## config.mk

```make
export PLATFORM = sky130hd
export DESIGN_NAME = poly_disp_scan
export DESIGN_NICKNAME = d
export VERILOG_FILES = /design/src/rtl/poly_disp_scan.sv
export SDC_FILE = /design/constraint.sdc
export NUM_CORES = 2
export LEC_CHECK = 0
export ABC_AREA = 1
export BUFFER_PORTS_ARGS = -buffer_cell sky130_fd_sc_hd__clkbuf_2
export CORE_UTILIZATION = 50
export DETAILED_ROUTE_END_ITERATION = 6
export GPL_ROUTABILITY_DRIVEN = 0
export PLACE_DENSITY = 0.79
export SYNTH_ARGS = -nofsm -noshare
export SYNTH_HDL_FRONTEND = slang
export SYNTH_SLANG_ARGS = --single-unit
```

## constraint.sdc

```tcl
create_clock -name clk -period 4.8 [get_ports clk]
set_input_delay 0.96 -clock clk [delete_from_list [all_inputs] [get_ports clk]]
set_output_delay 0.96 -clock clk [all_outputs]
set_load 0.01 [all_outputs]
```

## src/rtl/poly_disp_scan.sv

```systemverilog
// rtl/poly_disp_scan.sv - polyphonic voice scanner building a held/clamped note display frame
module poly_disp_scan #(
    parameter int VOICES      = 16,
    parameter int SLOT_W      = 16,
    parameter int NOTE_BASE   = 36,
    parameter int HOLD_FRAMES = 8,
    parameter int IDX_W       = 5
) (
    input  logic                       clk,
    input  logic                       reset_n,
    input  logic                       start,
    output logic [IDX_W-1:0]           sel_idx,
    input  logic                       note_on_in,
    input  logic [6:0]                 note_in,
    output logic [VOICES*SLOT_W-1:0]   pd_out,
    output logic                       busy,
    output logic                       done,
    output logic                       overrun
);
    localparam int HC_W = (HOLD_FRAMES < 1) ? 1 : $clog2(HOLD_FRAMES + 1);
    localparam int ST_W = IDX_W + 1;
    localparam int NSEL = 1 << IDX_W;
    localparam logic [ST_W-1:0]  STEP_LAST = ST_W'(VOICES);
    localparam logic [ST_W-1:0]  STEP_PEN  = ST_W'(VOICES - 1);
    localparam logic [IDX_W-1:0] SEL_LAST  = IDX_W'(VOICES - 1);
    localparam logic [HC_W-1:0]  HOLD_INIT = HC_W'(HOLD_FRAMES);
    localparam logic [7:0]       NB        = 8'(NOTE_BASE);

    typedef enum logic [1:0] {S_IDLE, S_SCAN, S_COMMIT} state_t;

    state_t                     r_state;
    logic [ST_W-1:0]            r_step;
    logic [VOICES*SLOT_W-1:0]   r_shadow;
    logic [6:0]                 r_last [NSEL];
    logic [HC_W-1:0]            r_hold [NSEL];

    logic [IDX_W-1:0]           w_vidx;
    logic [IDX_W-1:0]           w_sel_nxt;
    logic                       w_sample;
    logic [6:0]                 w_note;
    logic                       w_clamp;
    logic [6:0]                 w_disp;
    logic                       w_held;
    logic [SLOT_W-1:0]          w_slot;
    logic [VOICES*SLOT_W-1:0]   w_shadow_nxt;

    // Data arriving now belongs to the index presented on the previous cycle.
    assign w_vidx    = IDX_W'(r_step - ST_W'(1));
    assign w_sel_nxt = (r_step < STEP_PEN) ? IDX_W'(r_step + ST_W'(1)) : SEL_LAST;
    assign w_sample  = (r_state == S_SCAN) && (r_step != '0);

    assign w_note  = note_on_in ? note_in : r_last[w_vidx];
    assign w_clamp = ({1'b0, w_note} < NB);
    assign w_disp  = w_clamp ? 7'd0 : (w_note - NB[6:0]);
    assign w_held  = !note_on_in && (r_hold[w_vidx] != '0);
    assign w_slot  = (note_on_in || w_held) ?
                     SLOT_W'({w_held, note_on_in, w_clamp, 1'b0, w_disp}) : '0;

    always_comb begin
        w_shadow_nxt = r_shadow;
        if (w_vidx <= SEL_LAST)
            w_shadow_nxt[w_vidx*SLOT_W +: SLOT_W] = w_slot;
    end

    always_ff @(posedge clk or negedge reset_n) begin
        if (!reset_n) begin
            r_state  <= S_IDLE;
            r_step   <= '0;
            r_shadow <= '0;
            sel_idx  <= '0;
            pd_out   <= '0;
            busy     <= 1'b0;
            done     <= 1'b0;
            overrun  <= 1'b0;
            for (int i = 0; i < NSEL; i++) begin
                r_last[i] <= '0;
                r_hold[i] <= '0;
            end
        end else begin
            done    <= 1'b0;
            overrun <= start && (r_state != S_IDLE);
            case (r_state)
                S_IDLE: begin
                    if (start) begin
                        r_state <= S_SCAN;
                        r_step  <= '0;
                        sel_idx <= '0;
                        busy    <= 1'b1;
                    end
                end
                S_SCAN: begin
                    if (w_sample) begin
                        r_shadow <= w_shadow_nxt;
                        if (note_on_in) begin
                            r_last[w_vidx] <= note_in;
                            r_hold[w_vidx] <= HOLD_INIT;
                        end else if (r_hold[w_vidx] != '0) begin
                            r_hold[w_vidx] <= r_hold[w_vidx] - HC_W'(1);
                        end
                    end
                    // Last voice is merged straight into the committed frame.
                    if (r_step == STEP_LAST) begin
                        r_state <= S_COMMIT;
                        pd_out  <= w_shadow_nxt;
                        done    <= 1'b1;
                    end else begin
                        r_step  <= r_step + ST_W'(1);
                        sel_idx <= w_sel_nxt;
                    end
                end
                S_COMMIT: begin
                    r_state <= S_IDLE;
                    sel_idx <= '0;
                    busy    <= 1'b0;
                end
                default: r_state <= S_IDLE;
            endcase
        end
    end
endmodule

```

; ---- Word level (Yosys, flattened, before mapping)
; Cells that the tools add are included.
[totals]
in_bits = 11
mem_count = 0
output_inout_bits = 264
mem_bits_ro = 0
elab_cells = 149
latch_bits = 0
regBits = 880
ram_bits = 0
[op_classes]
div = 0
muxes = 33
n_bitwise = 4
reduce_logical = 22
mul = 0
n_eq_ne = 6
add_sub_neg = 5
n_lt_le_gt_ge = 5
n_shift = 2
[ops]
columns = op, count
row1 = $bwmux W256, 1
row2 = $mux W128, 2
row3 = $mux W256, 1
row4 = $shift A16 B34 Y256 const A, 1
row5 = $shiftx A16 B34 Y256, 1
row6 = $bwmux W224, 1
row7 = $bwmux W128, 1
row8 = $and A96 B96 Y96, 1
row9 = $not A96 Y96, 1
row10 = $bmux W7 S5, 1
row11 = $demux W7 S5, 1
row12 = $mux W7, 5
row13 = $neg A9 Y34, 1
row14 = $or A32 B32 Y32, 1
row15 = $bmux W4 S5, 1
row16 = $demux W4 S5, 1
row17 = $mux W5, 3
row18 = $pmux W5 S3, 1
row19 = $mux W4, 3
row20 = $mux W6, 2
row21 = $pmux W6 S2, 1
row22 = $reduce_and A3 Y1, 4
row23 = $mux W11, 1
row24 = $reduce_and A2 Y1, 4
row25 = 27 further kinds, 37

; ---- Longest topological paths before layout
[logic_depth]
depth_word = 12
mapped_depth = 33
depth_no_buf = 24

; ---- Worst setup path after synthesis
; No wires, ideal clock.
[synth_path]
path_type = reg2reg
startpoint = reg r_step[0]
endpoint = reg r_hold[89] (netlist bit)
setup_ns = 0.083
stages_incl_launch_ff = 32
n_path_buf = 13
path_slack_ns = 0.115
synth_period_minus_slack_ns = 4.685
t_required_ns = 4.717
arrival_time_ns = 4.603
cell_sequence = dfrtp_1 buf_4 inv_2 buf_6 buf_6 buf_6 buf_6 buf_4 clkbuf_1 clkbuf_1 ha_1 inv_2 buf_2 buf_4 buf_2 buf_2 o21ai_0 o221ai_1 nand3_1 nand3_1 o21ai_1 ha_1 inv_1 nor2_2 nand3_4 inv_2 nor2_8 buf_8 nand2_1 nand2_1 inv_1 o21ai_0
[synth_between]
elab_chain_len = 9
word_cells_on_any_way = 21
cone_classes = 2 x add/sub / 2 x order compare / 8 x mux / 3 x bitwise / 6 x reduce/logical
[synth_lines]
columns = element, line_no
row1 = "start, declared", 32  ; logic [ST_W-1:0] r_step;
row2 = "start signal, assigned", 107  ; r_step <= r_step + ST_W'(1);
row3 = $sub A5 B1 Y5, 48  ; assign w_vidx = IDX_W'(r_step - ST_W'(1));
row4 = $not A5 Y6 (implied by the code), "96, 97, 98"
row5 = "$bmux W4 S5, or another cell as far along", "97, 98"
row6 = $mux W4 (implied by the code) or $logic_and A1 B1 Y1 (tied branches), "97, 98, 96"
row7 = "$mux W4, on equally long branches", "97, 98, 96"
row8 = $sub A4 B1 Y4 or $demux W4 S5 (tied branches), "98, 96"
row9 = $bwmux W128 or $not A96 Y96 (tied branches), n/a
row10 = $mux W128 or $and A96 B96 Y96 (tied branches), n/a
row11 = $mux W128, 94  ; if (note_on_in) begin
row12 = "end signal, assigned by index", 98  ; r_hold[w_vidx] <= r_hold[w_vidx] - HC_W'(1);
row13 = "end, declared", 35  ; logic [HC_W-1:0] r_hold [NSEL];
; Parallel ways exist; a longest one is shown, timed or not. The select of a mux whose other input is x is not followed.
; A chain may end at the register's enable or synchronous reset.

; ---- Final worst setup path
[layout_path]
startpoint = reg r_step[0]
endpoint = reg r_shadow[19]
[layout_between]
elab_chain_len = 12
word_cells_on_any_way = 25
cone_classes = 3 x add/sub / 2 x order compare / 2 x shift / 11 x mux / 1 x bitwise / 6 x reduce/logical
[layout_lines]
columns = element, line_no
row1 = $sub A5 B1 Y5, 48
row2 = $not A5 Y6 (implied by the code), "52, 55"
row3 = $bmux W7 S5 or $bmux W4 S5 (tied branches), "52, 55"
row4 = $mux W7 (implied by the code) or $mux W4 (tied branches) (2 in a row), "52, 55"
row5 = $mux W7 or $reduce_bool A4 Y1 (tied branches), "52, 55"
row6 = "$sub A7 B6 Y7, or another cell as far along", 54  ; assign w_disp = w_clamp ? 7'd0 : (w_note - NB[6:0]);
row7 = $mux W7 or $logic_or A1 B1 Y1 (tied branches), "54, 56"
row8 = $mux W11, 56  ; assign w_slot = (note_on_in || w_held) ?
row9 = $shiftx A16 B34 Y256, 62  ; w_shadow_nxt[w_vidx*SLOT_W +: SLOT_W] = w_slot;
row10 = $bwmux W256, 62
row11 = $mux W256, 61  ; if (w_vidx <= SEL_LAST)
row12 = "end signal, assigned", 93  ; r_shadow <= w_shadow_nxt;
row13 = "end, declared", 33  ; logic [VOICES*SLOT_W-1:0] r_shadow;
; Parallel ways exist; a longest one is shown, timed or not. The select of a mux whose other input is x is not followed.

==> flow_summary.ini <==
[yosys]
ys_seq_elements = 880
ys.flop_type = dfrtp_1
syn_inst = 4536
ys_warn_count = 0
yosysSeqAreaShare = 0.574
synthArstFlopShare = 1.00
synth_cell_types = 48
synth_area_sq_um = 38400
synth.net_count = 4555
synth_edf_count = 0
post_synth.cell_area_avg_sq_um = 8.46

[floorplan]
pin_count = 275
fp.coreArea_sq_um = 75900
die-area_sq_um = 77900
die_w_um = 279
core.rowCount = 101
chipHeight_um = 279
initial_core_util = 0.505

[detailed_routing]
drc = 0
vias_per_cell = 5.61
drt_pass1_iterations = 6
route.vias.total = 32500
avgRoutedWirePerCell_um = 18.7
ant_nets = 0
dr.first_iter.drc_count = 4164
finalWirelength_mm = 109

[place]
dpl_worst_slack_ps = 571
dp.final_hpwl_mm = 69.9
port_buffers = 274

[global_route]
grt_max_degree = 192
antenna_found_initial = 2
overflow = 0
track_usage = 0.279
first_global_vias = 30900
grt_pass1_wl_mm = 172

[power]
p_clk_frac = 0.222
switching_share = 0.451
power.total_mw = 33.2
seq_power_share = 0.340
p_int_mw = 18.2
power_density_nw_per_um2 = 763
share_comb_of_total_power = 0.438
p_leak_nw = 21.5
peakVddDrop_mv = 0.635
p_sw_mw = 15.0

[timing]
setup_tns_ps = 0
whs_ps = 273
finalHoldViolCount = 0
slew_headroom = 0.206
maxSlewViolCount = 0
tightest_slew_ps = 1190
skew_ps = 45.4
period_minus_slack_ps = 4400
setup_viol = 0
period_share = 0.917
rsz0062_at_grt = no
fin_ws_ps = 399
max_freq_mhz = 227

[status]
status = finished, final reports clean

[cts]
cts.repair.resized = 0
cts.reportedPaths.clkPinSlew_ps = 60
cts_max_path_buffers = 3
ctsHoldBuffers = 0
cts-root-buf = clkbuf_16
clock_sinks = 880
cts_tree = yes
cts-buffers-inserted = 91
postCtsSetupBuffers = 0
clk_latency_ps = 670
htree_levels = 3

[final_layout]
final_cell_mix = nand2_1, dfrtp_1, o21ai_0
fillers = 6536
syn_to_final_growth_pct = 13.5
drive_gt1_frac = 0.127
layout_commonest_cell = nand2_1
fin_util = 0.574
final_nets = 4713

[critical_path]
startpoint_type = register
arrival_ps = 4990
cpPeakStageDelay_ps = 510
worstPathMaxFanout = 39
crit_slowest_cell = dfrtp_4
critPathCaptureType = register
path_class = reg -> reg
cpMostUsedCell = nand2_1
cp.required_ps = 5390
worstPathCellList = inv_6, ha_2, inv_2, buf_12, nand3_1, nand2_1, nand2_1, nand2_1, nand2_1, nand2_1, nand2_1, nand3_1, nand2_1, nand3_1, nand2_1, nand2_4, nand2_4, inv_2, nand3b_1, nor2_2, nand2_1, o21ai_1

[run]
drv_cap = 0

[min_path]
hold_path.class = in -> async
-- sequential cells by signal (all words and copies together) (netlist names) --
signal / count
r_hold: 128
r_state: 2
busy: 1
r_shadow: 256
pd_out: 256
r_step: 6
r_last: 224
done: 1
overrun: 1
sel_idx: 5
-- synth_stat cells, types with 15 or more instances --
| library cell | n | area share |
|---|---|---|
| a21oi_1 | 208 | 0.027 |
| dfrtp_1 | 880 | 0.57 |
| clkbuf_1 | 156 | 0.015 |
| o221ai_1 | 16 | 0.0037 |
| inv_1 | 319 | 0.031 |
| o21ai_0 | 547 | 0.071 |
| nor2_2 | 26 | 0.0042 |
| nor2_1 | 399 | 0.039 |
| o21ai_1 | 76 | 0.0099 |
| buf_4 | 16 | 0.0031 |
| o31ai_1 | 20 | 0.0039 |
| buf_6 | 15 | 0.0044 |
| nand3_1 | 160 | 0.021 |
| inv_2 | 39 | 0.0038 |
| a22oi_1 | 42 | 0.0082 |
| nand2_1 | 1358 | 0.13 |
| nand2_2 | 37 | 0.0060 |
| buf_2 | 56 | 0.0073 |
| o22ai_1 | 42 | 0.0068 |
-- per-layer routing --
layer | GRT usage | part of all wire | up-vias
met5 | 0 | 0.000083 | -
met4 | 0.125 | 0.044 | 2
met3 | 0.0650 | 0.092 | 304
met2 | 0.430 | 0.46 | 1599
met1 | 0.377 | 0.41 | 15700
li1 | - | - | 14900
-- layout make-up --
| type | instances | area (sq um) | share of cell area |
|---|---|---|---|
| antenna | 1 | 2.50 | 0.0000574 |
| clock buffer | 133 | 2640 | 0.0605 |
| clock inverter | 35 | 531 | 0.0122 |
| inverter | 361 | 1370 | 0.0314 |
| multi-input combinational | 3037 | 13800 | 0.317 |
| sequential | 880 | 22000 | 0.506 |
| tap | 1030 | 1290 | 0.0296 |
| timing repair buffer | 323 | 1900 | 0.0436 |
-- cell families after synthesis --
group | after synthesis | synth area share
XOR/XNOR | 4 | 0.00111
AND/OR/NAND/NOR | 2024 | 0.214
multiplexers | 3 | 0.000783
adder cells (fa/ha/maj) | 8 | 0.00261
AO/OA/AOI/OAI | 998 | 0.141
buffers and inverters | 619 | 0.0672
flip-flops | 880 | 0.574
-- per-stage QoR --
| stage | cell area, sq um | cells |
|---|---|---|
| 2_1_floorplan | 38400 | 4536 |
| 3_3_place_gp | 40400 | 5631 |
| 3_5_place_dp | 40400 | 5631 |
| 4_1_cts | 43600 | 5799 |
| 5_1_grt | 43600 | 5799 |
| 6_report | 43600 | 5800 |
-- worst paths after layout --
| kind | endpoint | depth (start not counted) | slack [ps] | startpoint |
|---|---|---|---|---|
| worst max-delay path | r_shadow[19] | 22 | 400 | r_step[0] |
| worst min-delay path | pd_out[108] | 1 | 270 | reset_n |
| worst max register to register | r_shadow[19] | 22 | 400 | r_step[0] |
| worst min register to register | r_shadow[187] | 2 | 460 | r_shadow[187] |
| max in group asynchronous | r_last[195] | 2 | 3210 | reset_n |
| min in group clk | r_shadow[187] | 2 | 460 | r_shadow[187] |
-- critical path: cells and delay by family, from the launching register on --
family	cells	cell delay [ps]
AOI/OAI and AO/OA	1	150
adders and majority gates	1	320
buffers and inverters	4	950
DFF	1	510
and+or+nand+nor	16	2350
-- power groups by stage --
stage               sequential, mW  clock [mW]  combinational, mW
floorplan                     11.2           0               9.31
global placement              11.3           0               13.8
detailed placement            11.3           0               14.1
CTS                           11.2        7.45               14.3
global route                  11.5        7.76               15.9
finish                        11.3        7.38               14.6
(Power assumes the default switching activity.)
